[src/rtl/multiplicador_datapath_ram.sv]
// multiplicador_datapath_ram: shift-and-add datapath driven by the RAM multiplier controller state.
// Optional feature macro: MULT_SIGNED_EN (two's-complement operands, BIT3 subtracts).
module multiplicador_datapath_ram #(
    parameter int DEPTH  = 16,
    parameter int ADDR_W = 4
) (
    input  logic              clk_i,
    input  logic              rst_i,
    input  logic [2:0]        state_i,
    output logic [ADDR_W-1:0] ram_addr_o,
    input  logic [7:0]        ram_rdata_i,
    output logic              res_we_o,
    output logic [ADDR_W-1:0] res_addr_o,
    output logic [7:0]        res_wdata_o,
    output logic [7:0]        product_o,
    output logic              done_o,
    output logic              wrap_o
);
    localparam logic [2:0] S_IDLE = 3'd0;
    localparam logic [2:0] S_BIT0 = 3'd1;
    localparam logic [2:0] S_BIT3 = 3'd4;
    localparam logic [2:0] S_END  = 3'd5;

    logic [ADDR_W-1:0] ptr;
    logic [7:0]        acc, ext, addend, next_acc;
    logic [3:0]        mcand, mplier;
    logic [2:0]        prev_state;
    logic [1:0]        k;
    logic              is_idle, is_bit, first_end, last;

    // Decode the controller state and form the partial product for the current bit.
    always_comb begin
        k         = 2'(state_i - S_BIT0);
        is_idle   = (state_i == S_IDLE) || (state_i > S_END);
        is_bit    = (state_i >= S_BIT0) && (state_i <= S_BIT3);
        first_end = (state_i == S_END) && (prev_state != S_END);
        last      = ptr == ADDR_W'(DEPTH - 1);
`ifdef MULT_SIGNED_EN
        ext       = {{4{mcand[3]}}, mcand};
        addend    = ext << k;
        next_acc  = (k == 2'd3) ? acc - addend : acc + addend;
`else
        ext       = {4'b0, mcand};
        addend    = ext << k;
        next_acc  = acc + addend;
`endif
    end

    assign ram_addr_o  = ptr;
    assign res_addr_o  = ptr;
    assign res_wdata_o = acc;
    assign res_we_o    = first_end;
    assign done_o      = first_end;
    assign wrap_o      = first_end && last;

    // Operand capture, accumulation and per-product pointer advance.
    always_ff @(posedge clk_i or negedge rst_i) begin
        if (!rst_i) begin
            ptr        <= '0;
            acc        <= '0;
            mcand      <= '0;
            mplier     <= '0;
            prev_state <= S_IDLE;
            product_o  <= '0;
        end else begin
            prev_state <= state_i;
            if (is_idle) begin
                mcand  <= ram_rdata_i[7:4];
                mplier <= ram_rdata_i[3:0];
                acc    <= '0;
            end else if (is_bit && mplier[k]) begin
                acc <= next_acc;
            end
            if (first_end) begin
                product_o <= acc;
                ptr       <= last ? '0 : ptr + ADDR_W'(1);
            end
        end
    end
endmodule

[config.mk]
export PLATFORM = sky130hd
export DESIGN_NAME = multiplicador_datapath_ram
export DESIGN_NICKNAME = d
export VERILOG_FILES = /design/src/rtl/multiplicador_datapath_ram.sv
export SDC_FILE = /design/constraint.sdc
export NUM_CORES = 1
export LEC_CHECK = 0
export CELL_PAD_IN_SITES_DETAIL_PLACEMENT = 1
export CELL_PAD_IN_SITES_GLOBAL_PLACEMENT = 1
export CORE_UTILIZATION = 40
export DETAILED_ROUTE_END_ITERATION = 16
export PLACE_DENSITY = 0.84
export SLEW_MARGIN = 10
export SYNTH_ARGS = -nofsm -noshare
export SYNTH_HDL_FRONTEND = slang
export SYNTH_SLANG_ARGS = --single-unit
export TNS_END_PERCENT = 50
[constraint.sdc]
create_clock -name clk_i -period 3.5 [get_ports clk_i]
set_clock_uncertainty 0.1 [all_clocks]
set_input_delay 0.7 -clock clk_i [delete_from_list [all_inputs] [get_ports clk_i]]
set_output_delay 0.7 -clock clk_i [all_outputs]
set_load 0.03 [all_outputs]
Word level (Yosys, flattened, before mapping)
Cells that the tools add are included.
{"block": "totals", "reg_bits": 31, "in_bits": 13, "output_inout_bits": 27, "word_cells": 29}
{"block": "op_classes", "n_addsub": 3, "magnitude_cmp": 4, "n_eq_ne": 3, "shifts": 1, "muxes": 5, "reduce_logical": 7}
{"operator": "$mux W8", "n": 2}
{"operator": "$add A8 B8 Y8", "n": 1}
{"operator": "$shl A4 B2 Y8", "n": 1}
{"operator": "$add A4 B1 Y4 const B", "n": 1}
{"operator": "$eq A4 B4 Y1 const B", "n": 1}
{"operator": "$logic_and A1 B1 Y1", "n": 4}
{"operator": "$mux W4", "n": 1}
{"operator": "$eq A3 B3 Y1 const B", "n": 1}
{"operator": "$ge A3 B1 Y1 const B", "n": 1}
{"operator": "$gt A3 B3 Y1 const B", "n": 1}
{"operator": "$le A3 B3 Y1 const B", "n": 1}
{"operator": "$logic_not A3 Y1", "n": 1}
{"operator": "$lt A2 B3 Y1 const B", "n": 1}
{"operator": "$ne A3 B3 Y1 const B", "n": 1}
{"operator": "$bmux W1 S2", "n": 1}
{"operator": "$reduce_bool A2 Y1", "n": 1}
{"operator": "$sub A2 B1 Y2 const B", "n": 1}
{"operator": "$logic_or A1 B1 Y1", "n": 1}
{"operator": "$mux W1", "n": 1}

Logic depth before layout (Yosys ltp)
Gate-level depths: netlist (run 1).
{"block": "logic_depth", "ltp_word": 6, "ltp_mapped": 12, "mapped_depth_nobuf": 11}

Worst setup path before layout (run 1)
OpenSTA, ideal clock, no wires.
{"block": "synth_timing", "kind": "input to register", "start": "in state_i[1]", "end": "reg acc[7] (netlist: res_wdata_o[7])", "setup_ns": 0.124, "t_arrival_ns": 2.869, "required_time_ns": 3.276, "path_slack_ns": 0.407, "path_stages": 12, "n_path_buf": 1, "path_cell_list": "inv_1 ha_1 buf_2 mux2_2 nand2_1 o21ai_0 ha_1 o21ai_0 o21bai_1 a2111oi_0 or4b_1 nand2_1"}
{"block": "synth_via", "elab_chain_cells": 5, "elab_cells_between_ends": 15, "cone_classes": "add/sub (2); order compare (3); shift (1); mux (4); reduce/logical (5)"}
{"element": "from (decl)", "line": "9", "text": "input logic [2:0] state_i,"}
{"element": "$sub A2 B1 Y2", "line": "33", "text": "k = 2'(state_i - S_BIT0);"}
{"element": "$shl A4 B2 Y8 / $bmux W1 S2 (equally long branches)", "line": "44, 71"}
{"element": "$add A8 B8 Y8 / $mux W1 (equally long branches)", "line": "45, 71"}
{"element": "$mux W8 / $logic_and A1 B1 Y1 (equally long branches)", "line": "71", "text": "end else if (is_bit && mplier[k]) begin"}
{"element": "$mux W8 / $reduce_bool A2 Y1 (equally long branches)"}
{"element": "to (signal assigned)", "line": "72", "text": "acc <= next_acc;"}
{"element": "to (decl)", "line": "25", "text": "logic [7:0] acc, ext, addend, next_acc;"}
Several ways; a longest one is shown, not always the timed one. The select of a mux whose other input is x is not followed.
A chain may end at the register's enable or synchronous reset.

Final worst setup path (run 1)
{"block": "layout_timing", "start": "in state_i[1]", "end": "reg acc[6] (netlist: res_wdata_o[6])"}
Same word-level chain as after synthesis.

==> results of run 1 <==
==> cells in the mapped netlist (2+ instances only) <==
| cell | count | area share |
|---|---|---|
| inv_1 | 3 | 0.0067 |
| a22o_1 | 7 | 0.036 |
| buf_4 | 5 | 0.022 |
| ha_1 | 10 | 0.074 |
| clkbuf_1 | 3 | 0.0067 |
| a211oi_1 | 2 | 0.0089 |
| o21bai_1 | 3 | 0.013 |
| buf_2 | 2 | 0.0059 |
| a21o_1 | 2 | 0.0089 |
| dfrtp_1 | 31 | 0.46 |
| o211ai_1 | 2 | 0.0089 |
| mux2_2 | 9 | 0.060 |
| xnor2_1 | 6 | 0.031 |
| nor2_1 | 4 | 0.0089 |
| a21oi_1 | 9 | 0.027 |
| o21ai_0 | 8 | 0.024 |
| mux2i_1 | 3 | 0.018 |
| nand2_1 | 37 | 0.082 |
==> metal layers <==
layer / vias to the layer above / track usage / part of all wire
li1: 667 / - / -
met1: 697 / 0.206 / 0.38
met2: 35 / 0.420 / 0.57
met3: 11 / 0.0565 / 0.037
met4: 0 / 0.0798 / 0.021
met5: - / 0 / 0
==> power breakdown <==
group          internal, W  switching [W]
combinational     0.000279       0.000340
sequential        0.000427      0.0000754
clock             0.000154       0.000133
total             0.000860       0.000548
==> repair_timing <==
item / 4_1_cts / 5_1_grt
setup buffers: 0 / 0
setup endpoints to repair: 0 / 2
hold buffers: 0 / 0
resized for setup: 0 / 3
==> worst max-delay path: cells and delay by family <==
kind            cells  cell delay [ps]
compound gates      5              850
buf+inv             3              710
fa+ha+maj           2              640
mux                 1              360
xor+xnor            1              100
simple gates        1               60
==> cell type report <==
cell class	count	share of cell area
multi-input cells	120	0.375
flip-flops and latches	31	0.342
repair buffers	52	0.212
clock buffers	6	0.0364
well taps	50	0.0276
inverters	3	0.00497
clock inverters	1	0.00221
==> cell families after synthesis <==
logic type               Yosys count
buffers and inverters             13
AO/OA/AOI/OAI                     37
adder cells (fa/ha/maj)           11
AND/OR/NAND/NOR                   51
XOR/XNOR                           7
flip-flops                        31
multiplexers                      14
==> metrics by stage <==
step	util	cells	area (um^2)
after floorplan	-	164	1690
after global placement	0.539	256	2170
after detailed placement	0.539	256	2170
after CTS	0.560	263	2260
after global routing	0.563	263	2270
final	0.563	263	2270
==> state kept, by name, indices dropped and copies added, names as in the netlist <==
| name | flops |
|---|---|
| res_wdata_o | 8 |
| ram_addr_o | 4 |
| product_o | 8 |
| prev_state | 3 |
| mplier | 4 |
| mcand | 4 |
==> worst min-delay path by stage <==
stage / from / to / slack (ps) / depth (start not counted)
after floorplan: rst_i / mcand[0]$_DFFE_PN0N_ / 300 / 0
after global placement: product_o[5]$_DFFE_PN0P_ / product_o[5]$_DFFE_PN0P_ / 360 / 2
after detailed placement: product_o[4]$_DFFE_PN0P_ / product_o[4]$_DFFE_PN0P_ / 360 / 2
after CTS: product_o[4]$_DFFE_PN0P_ / product_o[4]$_DFFE_PN0P_ / 380 / 2
after global routing: product_o[4]$_DFFE_PN0P_ / product_o[4]$_DFFE_PN0P_ / 400 / 2
final: product_o[4]$_DFFE_PN0P_ / product_o[4]$_DFFE_PN0P_ / 380 / 2
==> metrics.md, run 1 <==
| Metric | Value |
|---|---|
| Status | `completed` |
| Number of synthesized flops with an enable pin | `0` |
| Syn nets | `188` |
| Total global routing overflow | `0` |
| GPL Wtd Cong | `0.817` |
| Commonest non-fill, non-tap cells in the layout | `nand2_1, clkdlybuf4s50_1, dfrtp_1, buf_4, ha_1` |
| Critical Setup Path Class | `in -> reg` |
| Synthesis warning total | `0` |
| Worst Path Arrival | `3430 ps` |
| CP peak stage delay | `480 ps` |
| Die area | `4480 um^2` |
| Master of the slowest instance on the critical path | `clkdlybuf4s50_1` |
| TritonCTS Buffers | `5` |
| Final ANT Viol Nets | `0` |
| # IOs | `40` |
| Footprint of the multi-input gates | `850 um^2` |
| Final nets | `237` |
| Drt wl/cell | `16.4 um` |
| Die Y | `66.9 um` |
| Critical path startpoint | `state_i[1]` |
| Fill cell count | `454` |
| Ys async rst share | `1.00` |
| PnR worst setup slack | `148 ps` |
| Reg clk slew, reported paths | `70 ps` |
| Slew @ Worst Pin | `402 ps` |
| Vias in the first global route | `1543` |
| CTS tree | `built` |
| Mux contribution to synthesized area | `0.0995` |
| Critical path cell sequence | `clkdlybuf4s50_1 > inv_1 > ha_1 > mux2_2 > nand2_1 > o21ai_0 > ha_1 > buf_4 > a211oi_1 > o21bai_1 > a21oi_2 > xnor2_1 > a22o_1` |
| Largest family of logic cells by synthesized area | `compound AO/OA/AOI/OAI gates` |
| Drt first pass iters | `4` |
| VDD IR max | `234 uV` |
| DIE WIDTH | `66.9 um` |
| Cell mode on critical path | `ha_1` |
| RSZ-0062 raised after global routing | `false` |
| Register-to-register setup slack | `1130 ps` |
| Share of layout cells above drive strength 1 | `0.174` |
| DRT Wirelength | `4320 um` |
| Setup TNS | `0 ps` |
| Synth-to-Final Area Change | `34.5%` |
| CTS H-tree lvls | `2` |
| Worst-path maximum fanout | `4` |
| Drt drc | `0` |
| Later-pin clock latency in the skew report | `290 ps` |
| Row count | `23` |
| Mean area per synthesized cell | `10.3 um^2` |
| Fmax | `298 MHz` |
| Final Power | `0.00141 W` |
| Post-Synth Adder-Cell Area | `0.0861` |
| PortBufs | `39` |
| Clock sink total | `31` |
| Post-detail-place hpwl | `3320 um` |
| Mapped Area | `1690 um^2` |
| Core ar. | `4030 um^2` |
| First-pass GRT wire length | `6940 um` |
| Post-synthesis compound-gate area fraction | `0.146` |
| Initial core utilization | `0.418` |
| Gr usage total | `0.213` |
| CTS root buf | `clkbuf_8` |
| Most common cell after layout, fill and taps aside | `nand2_1` |
| Worst reg2reg startpoint | `mcand[2]$_DFFE_PN0N_` |
| Place WS | `-199 ps` |
| Largest net degree at the start of global routing | `32` |
| Post-synthesis cell count | `164` |
| Hold Vio Cnt, Final | `0` |
| Clock period minus worst slack | `3350 ps` |
| Clock Path Buffers | `2` |
| Capturing point of the worst reg2reg path | `res_wdata_o[6]$_DFFE_PN0P_` |
| Main synth FF type | `dfrtp_1` |
| Critical Path Start Type | `input port` |
| Static leakage | `1.07 nW` |
| Slew Viols, Final | `0` |
| Initial antenna violation count | `0` |
| Setup violations, final | `0` |
| Post-Synth Simple-Gate Area | `0.131` |
| Rel. slew slack | `0.732` |
| CP endpoint | `res_wdata_o[6]$_DFFE_PN0P_` |
| Vias/cell | `5.36` |
| Req. time, crit path | `3580 ps` |
| Post-synthesis sequential area ratio | `0.460` |
| XOR/XNOR share of the synthesized area | `0.0364` |
| #FFs+latches synth | `31` |
| First DRT Iteration DRCs | `41` |
| ANT cells | `0` |
| Reg area | `776 um^2` |
| Power Density | `621 nW/um^2` |
| Critical path endpoint category | `flip-flop` |
| Post-synth cell types | `36` |
| Vias after detailed routing | `1410` |
| Hold WC Path Type | `reg -> reg` |
| WHS | `376 ps` |
| Max-cap violation count | `0` |
| Worst reg2reg path depth | `10` |
| Final period util | `0.958` |
(Power assumes the default switching activity.)
==> inputs of run 2 (changes only) <==
--- a/config.mk
+++ b/config.mk
@@ -7,6 +7,7 @@
 export LEC_CHECK = 0
 export CELL_PAD_IN_SITES_DETAIL_PLACEMENT = 1
 export CELL_PAD_IN_SITES_GLOBAL_PLACEMENT = 1
+export CORE_MARGIN = 8
 export CORE_UTILIZATION = 40
 export DETAILED_ROUTE_END_ITERATION = 16
 export PLACE_DENSITY = 0.84
==> metrics.md, run 2 (synthesized netlist as in run 1, its figures left out) <==
| Metric | Value |
|---|---|
| Die area | `6550 um^2` |
| Worst Path Arrival | `3550 ps` |
| Setup violations, final | `0` |
| GPL Wtd Cong | `0.839` |
| Hold WC Path Type | `reg -> reg` |
| Core ar. | `4030 um^2` |
| Capturing point of the worst reg2reg path | `res_wdata_o[7]$_DFFE_PN0P_` |
| Place WS | `-245 ps` |
| Final Power | `0.00153 W` |
| Clock sink total | `31` |
| Final ANT Viol Nets | `0` |
| Gr usage total | `0.160` |
| Initial core utilization | `0.418` |
| DIE WIDTH | `80.9 um` |
| Final Util | `0.576` |
| Rel. slew slack | `0.721` |
| PnR worst setup slack | `81.7 ps` |
| CTS root buf | `clkbuf_8` |
| Reg clk slew, reported paths | `70 ps` |
| Initial antenna violation count | `0` |
| TritonCTS Buffers | `5` |
| Later-pin clock latency in the skew report | `290 ps` |
| Critical Setup Path Class | `in -> reg` |
| ANT cells | `0` |
| Clock period minus worst slack | `3420 ps` |
| Critical path endpoint category | `flip-flop` |
| Vias/cell | `5.47` |
| Synth-to-Final Area Change | `37.7%` |
| Worst-path maximum fanout | `3` |
| Hold Path Origin | `product_o[5]$_DFFE_PN0P_` |
| Slew Viols, Final | `0` |
| VDD IR max | `335 uV` |
| Die Y | `80.9 um` |
| Setup TNS | `0 ps` |
| CP endpoint | `res_wdata_o[7]$_DFFE_PN0P_` |
| Fill cell count | `450` |
| Hold Vio Cnt, Final | `0` |
| Footprint of the multi-input gates | `858 um^2` |
| Commonest non-fill, non-tap cells in the layout | `nand2_1, clkdlybuf4s50_1, dfrtp_1, buf_4` |
| Drt wl/cell | `19.0 um` |
| CTS tree | `built` |
| Drt drc | `0` |
| Clock Path Buffers | `2` |
| Fmax | `293 MHz` |
| Total global routing overflow | `0` |
| Worst reg2reg startpoint | `mcand[2]$_DFFE_PN0N_` |
| Power Density | `659 nW/um^2` |
| Status | `completed` |
| Register-to-register setup slack | `1050 ps` |
| Worst reg2reg path depth | `9` |
| Reg area | `776 um^2` |
| Slew @ Worst Pin | `418 ps` |
| Critical path startpoint | `state_i[1]` |
| Share of layout cells above drive strength 1 | `0.185` |
| Final nets | `239` |
| Most common cell after layout, fill and taps aside | `nand2_1` |
| Drt first pass iters | `4` |
| Req. time, crit path | `3630 ps` |
| PortBufs | `39` |
| Static leakage | `1.10 nW` |
| Vias after detailed routing | `1456` |
| Max-cap violation count | `0` |
| # IOs | `40` |
| Vias in the first global route | `1690` |
| Row count | `23` |
| First-pass GRT wire length | `7960 um` |
| CTS H-tree lvls | `2` |
| Largest net degree at the start of global routing | `32` |
| DRT Wirelength | `5050 um` |
| Post-detail-place hpwl | `3670 um` |
| First DRT Iteration DRCs | `45` |
| Final period util | `0.977` |
| Critical Path Start Type | `input port` |
[run 2: cell types whose count changed in the layout (fill, tap and decap cells not counted), sizes merged]
cell | before | now
buf | 16 | 18
bufinv | 0 | 1
[run 2: power by group]
part / internal [W] / leakage (nW) / switching, W
Clock: 0.000230 / 0.0612 / 0.000145
Combinational: 0.000291 / 0.638 / 0.000358
Sequential: 0.000427 / 0.397 / 0.0000791
[run 2: metal layers]
layer | up-vias | track usage | part of all wire
li1 | 674 | - | -
met1 | 735 | 0.152 | 0.38
met2 | 36 | 0.304 | 0.55
met3 | 11 | 0.0442 | 0.047
met4 | 0 | 0.0821 | 0.020
met5 | - | 0 | 0
[run 2: area by class of cell]
cell class                 count  share of cell area
inverter                       3             0.00485
tap                           50              0.0270
timing repair buffer          54               0.213
multi-input combinational    120               0.370
clock buffer                   6              0.0356
sequential                    31               0.334
clock inverter                 2              0.0151
[run 2: what timing repair did]
| item | in CTS | in global routing |
|---|---|---|
| setup endpoints to repair | 1 | 2 |
| buffers inserted | 0 | 2 |
| hold buffers | 0 | 0 |
| pin swaps | 0 | 3 |
| gates resized for setup | 1 | 2 |
[run 2: worst min path at each step]
stage | to | depth (start not counted)
after floorplan | mcand[0]$_DFFE_PN0N_ | 0
after global placement | product_o[3]$_DFFE_PN0P_ | 2
after detailed placement | product_o[0]$_DFFE_PN0P_ | 2
after CTS | product_o[0]$_DFFE_PN0P_ | 2
after global routing | product_o[6]$_DFFE_PN0P_ | 2
final | product_o[5]$_DFFE_PN0P_ | 2
[run 2: worst max-delay path, cell delays in order]
cell	delay [ps]
clkdlybuf4s50_1	520
inv_1	120
ha_4	300
mux2_2	350
nor2_1	140
a21oi_1	70
ha_1	320
o21ai_0	100
o21bai_1	240
a2111oi_2	110
or4b_1	500
nand2_1	80
[run 2: metrics by stage]
stage               cell area, um^2  cells  hold slack (ps)
global route                   2320    266              408
CTS                            2290    264              390
finish                         2320    266              387
detailed placement             2170    256              372
floorplan                      1690    164              304
global placement               2170    256              359
==> RTL change: new RTL, config.mk and constraints of run 1 <==
`ADDR_W`: 4 -> 3.
--- a/src/rtl/multiplicador_datapath_ram.sv
+++ b/src/rtl/multiplicador_datapath_ram.sv
@@ -3,5 +3,5 @@
 module multiplicador_datapath_ram #(
     parameter int DEPTH  = 16,
-    parameter int ADDR_W = 4
+    parameter int ADDR_W = 3
 ) (
     input  logic              clk_i,
Ports: changed (resized ram_addr_o and res_addr_o); port bits go from 40 to 38. No check against the original RTL was run, so the function may have changed too.
==> RTL change against run 1 <==
  * Combinational power is 13% lower
  * Sequential share of layout area hardly changed
  * Synthesized cell count is 3.0% lower
  * Wire length is 12% lower
  * Area after synthesis is 2.7% lower
  * Cell area is 3.2% lower
  * Utilization is 1.5 points higher
  * Sequential cell count is 1 lower
  * Total power is 9.9% lower
  * Worst setup slack better by 0.024 ns
  * Critical endpoint is now res_wdata_o[7]
  * Largest cell class unchanged
  * Largest power group unchanged
==> RTL change: results (changes against run 1) <==
| Metric | Value |
|---|---|
| Outcome | complete, no violations (unchanged) |
| Worst Max-Slew Pin Slew | 0.618 ns (was 0.402 ns) |
| Drt first pass iters | 4 (unchanged) |
| Leakage | 1.06 nW (was 1.07 nW) |
| Seq/Total Area, Yosys | 0.458 (was 0.460) |
| Switching pwr | 480 uW (was 548 uW) |
| Routed Antenna Nets | 0 (unchanged) |
| Num CTS Buffers | 5 (unchanged) |
| Yosys cell types | 35 (was 36) |
| Main synth FF type | dfrtp_1 (unchanged) |
| Global-route met1 utilization | 0.224 (was 0.206) |
| Maximum clock path buffer count | 2 (unchanged) |
| Vias in the first global route | 1427 (was 1543) |
| GP Congestion | 0.912 (was 0.817) |
| R2R cell count | 9 (was 10) |
| GR Util met3 | 0.0517 (was 0.0565) |
| Share of layout cells above drive strength 1 | 0.176 (was 0.174) |
| Root buf cell | clkbuf_8 (unchanged) |
| CTS clk-pin slew, worst paths | 0.06 ns |
| Top post-synthesis cells by area | dfrtp_1 (46%), nand2_1 (8.5%), ha_1 (8.4%) (was dfrtp_1 (46%), nand2_1 (8.2%), ha_1 (7.4%)) |
| Hold Crit Depth | 2 (unchanged) |
| Synth cell count leaders | nand2_1 (37), dfrtp_1 (30), ha_1 (11), mux2_2 (9), a21oi_1 (8) (was nand2_1 (37), dfrtp_1 (31), ha_1 (10), a21oi_1 (9), mux2_2 (9)) |
| Pre-CTS setup slack | -0.253 ns (was -0.199 ns) |
| Filler instances | 423 (was 454) |
| Worst skew pair latency | 0.29 ns (about the same) |
| Hold WC Path Type | reg -> reg (unchanged) |
| HPWL after DPL | 2960 um (was 3320 um) |
| Total track usage | 0.207 (was 0.213) |
| Avg WL per Cell | 15.1 um (was 16.4 um) |
| Area of placed instances | 2090 um^2 (was 2170 um^2) |
| Worst EP arrival | 3.45 ns (was 3.43 ns) |
| Maximum fanout along the worst path | 4 (unchanged) |
| Post_cts resized | 0 (unchanged) |
| Antenna violations before repair | 0 (unchanged) |
| Port-buffer cells | 37 (was 39) |
| Final nets | 229 (was 237) |
| First-pass GRT wire length | 6630 um (was 6940 um) |
| Largest net degree at the start of global routing | 31 (was 32) |
| DR iter-0 viols | 64 (was 41) |
| Syn_nets | 184 (was 188) |
| Via density | 5.38 (was 5.36) |
| Max VDD drop | 0.000243 V (was 0.000234 V) |
| GR met2 Demand/Resource | 0.386 (was 0.420) |
RTL change: cell count changes after synthesis, moves of 2 or more:
| cell | change |
|---|---|
| nor2_1 | -2 |
| o21ai_0 | -2 |
| xnor2_1 | -2 |
| clkbuf_1 | +2 |
RTL change: critical path, stage by stage:
cell and delay (ns):
clkdlybuf4s50_1 0.53, inv_1 0.12, ha_4 0.29, mux2_2 0.33, nor2_1 0.09, a21oi_1 0.06
ha_1 0.30, o21ai_0 0.10, o21bai_1 0.23, a2111oi_2 0.08, or4b_1 0.52, nand2_1 0.09
RTL change: power groups by stage:
stage               Clock (mW)  Combinational, mW  Sequential (mW)
detailed placement           0              0.533            0.474
global route             0.288              0.589            0.478
global placement             0              0.510            0.467
CTS                      0.271              0.537            0.468
floorplan                    0              0.253            0.551
finish                   0.263              0.538            0.468
RTL change: worst paths after layout:
path                               from  slack [ns]             end
min                        product_o[2]        0.38    product_o[2]
max in group asynchronous         rst_i        2.33  res_wdata_o[0]
max                          state_i[1]        0.17  res_wdata_o[7]
max reg2reg                    mcand[0]        1.17  res_wdata_o[7]
min in group asynchronous         rst_i        0.70   ram_addr_o[0]
min reg2reg                product_o[2]        0.38    product_o[2]
RTL change: cell families after synthesis:
group / Yosys count / synth area share
AOI/OAI and AO/OA: 35 / 0.145
xor gates and xnor gates: 5 / 0.0267
adders and majority gates: 12 / 0.0961
buffers and inverters: 13 / 0.0397
DFF: 30 / 0.458
muxes: 14 / 0.102
and+or+nand+nor: 50 / 0.133
RTL change: through the flow:
step / hold slack (ns) / power (mW) / cells / util
4_1_cts: 0.380 / 1.28 / 252 / 0.571
6_report: 0.378 / 1.27 / 252 / 0.578
2_1_floorplan: 0.304 / 0.803 / 159 / -
3_3_place_gp: 0.356 / 0.977 / 245 / 0.551
3_5_place_dp: 0.365 / 1.01 / 245 / 0.551
5_1_grt: 0.409 / 1.35 / 252 / 0.578
RTL change: cell type report:
cell class              count  area share
multi-input cells         116       0.387
flip-flops and latches     30       0.342
repair buffers             48       0.203
clock buffers               5      0.0314
well taps                  48      0.0274
inverters                   3     0.00513
clock inverters             2     0.00456
RTL change: per-layer routing:
metal	share of wire	vias up	wire [um]
met5	0	-	0
met4	0.014	0	52
met3	0.046	5	174
met2	0.53	38	2040
met1	0.41	667	1540
li1	-	646	-
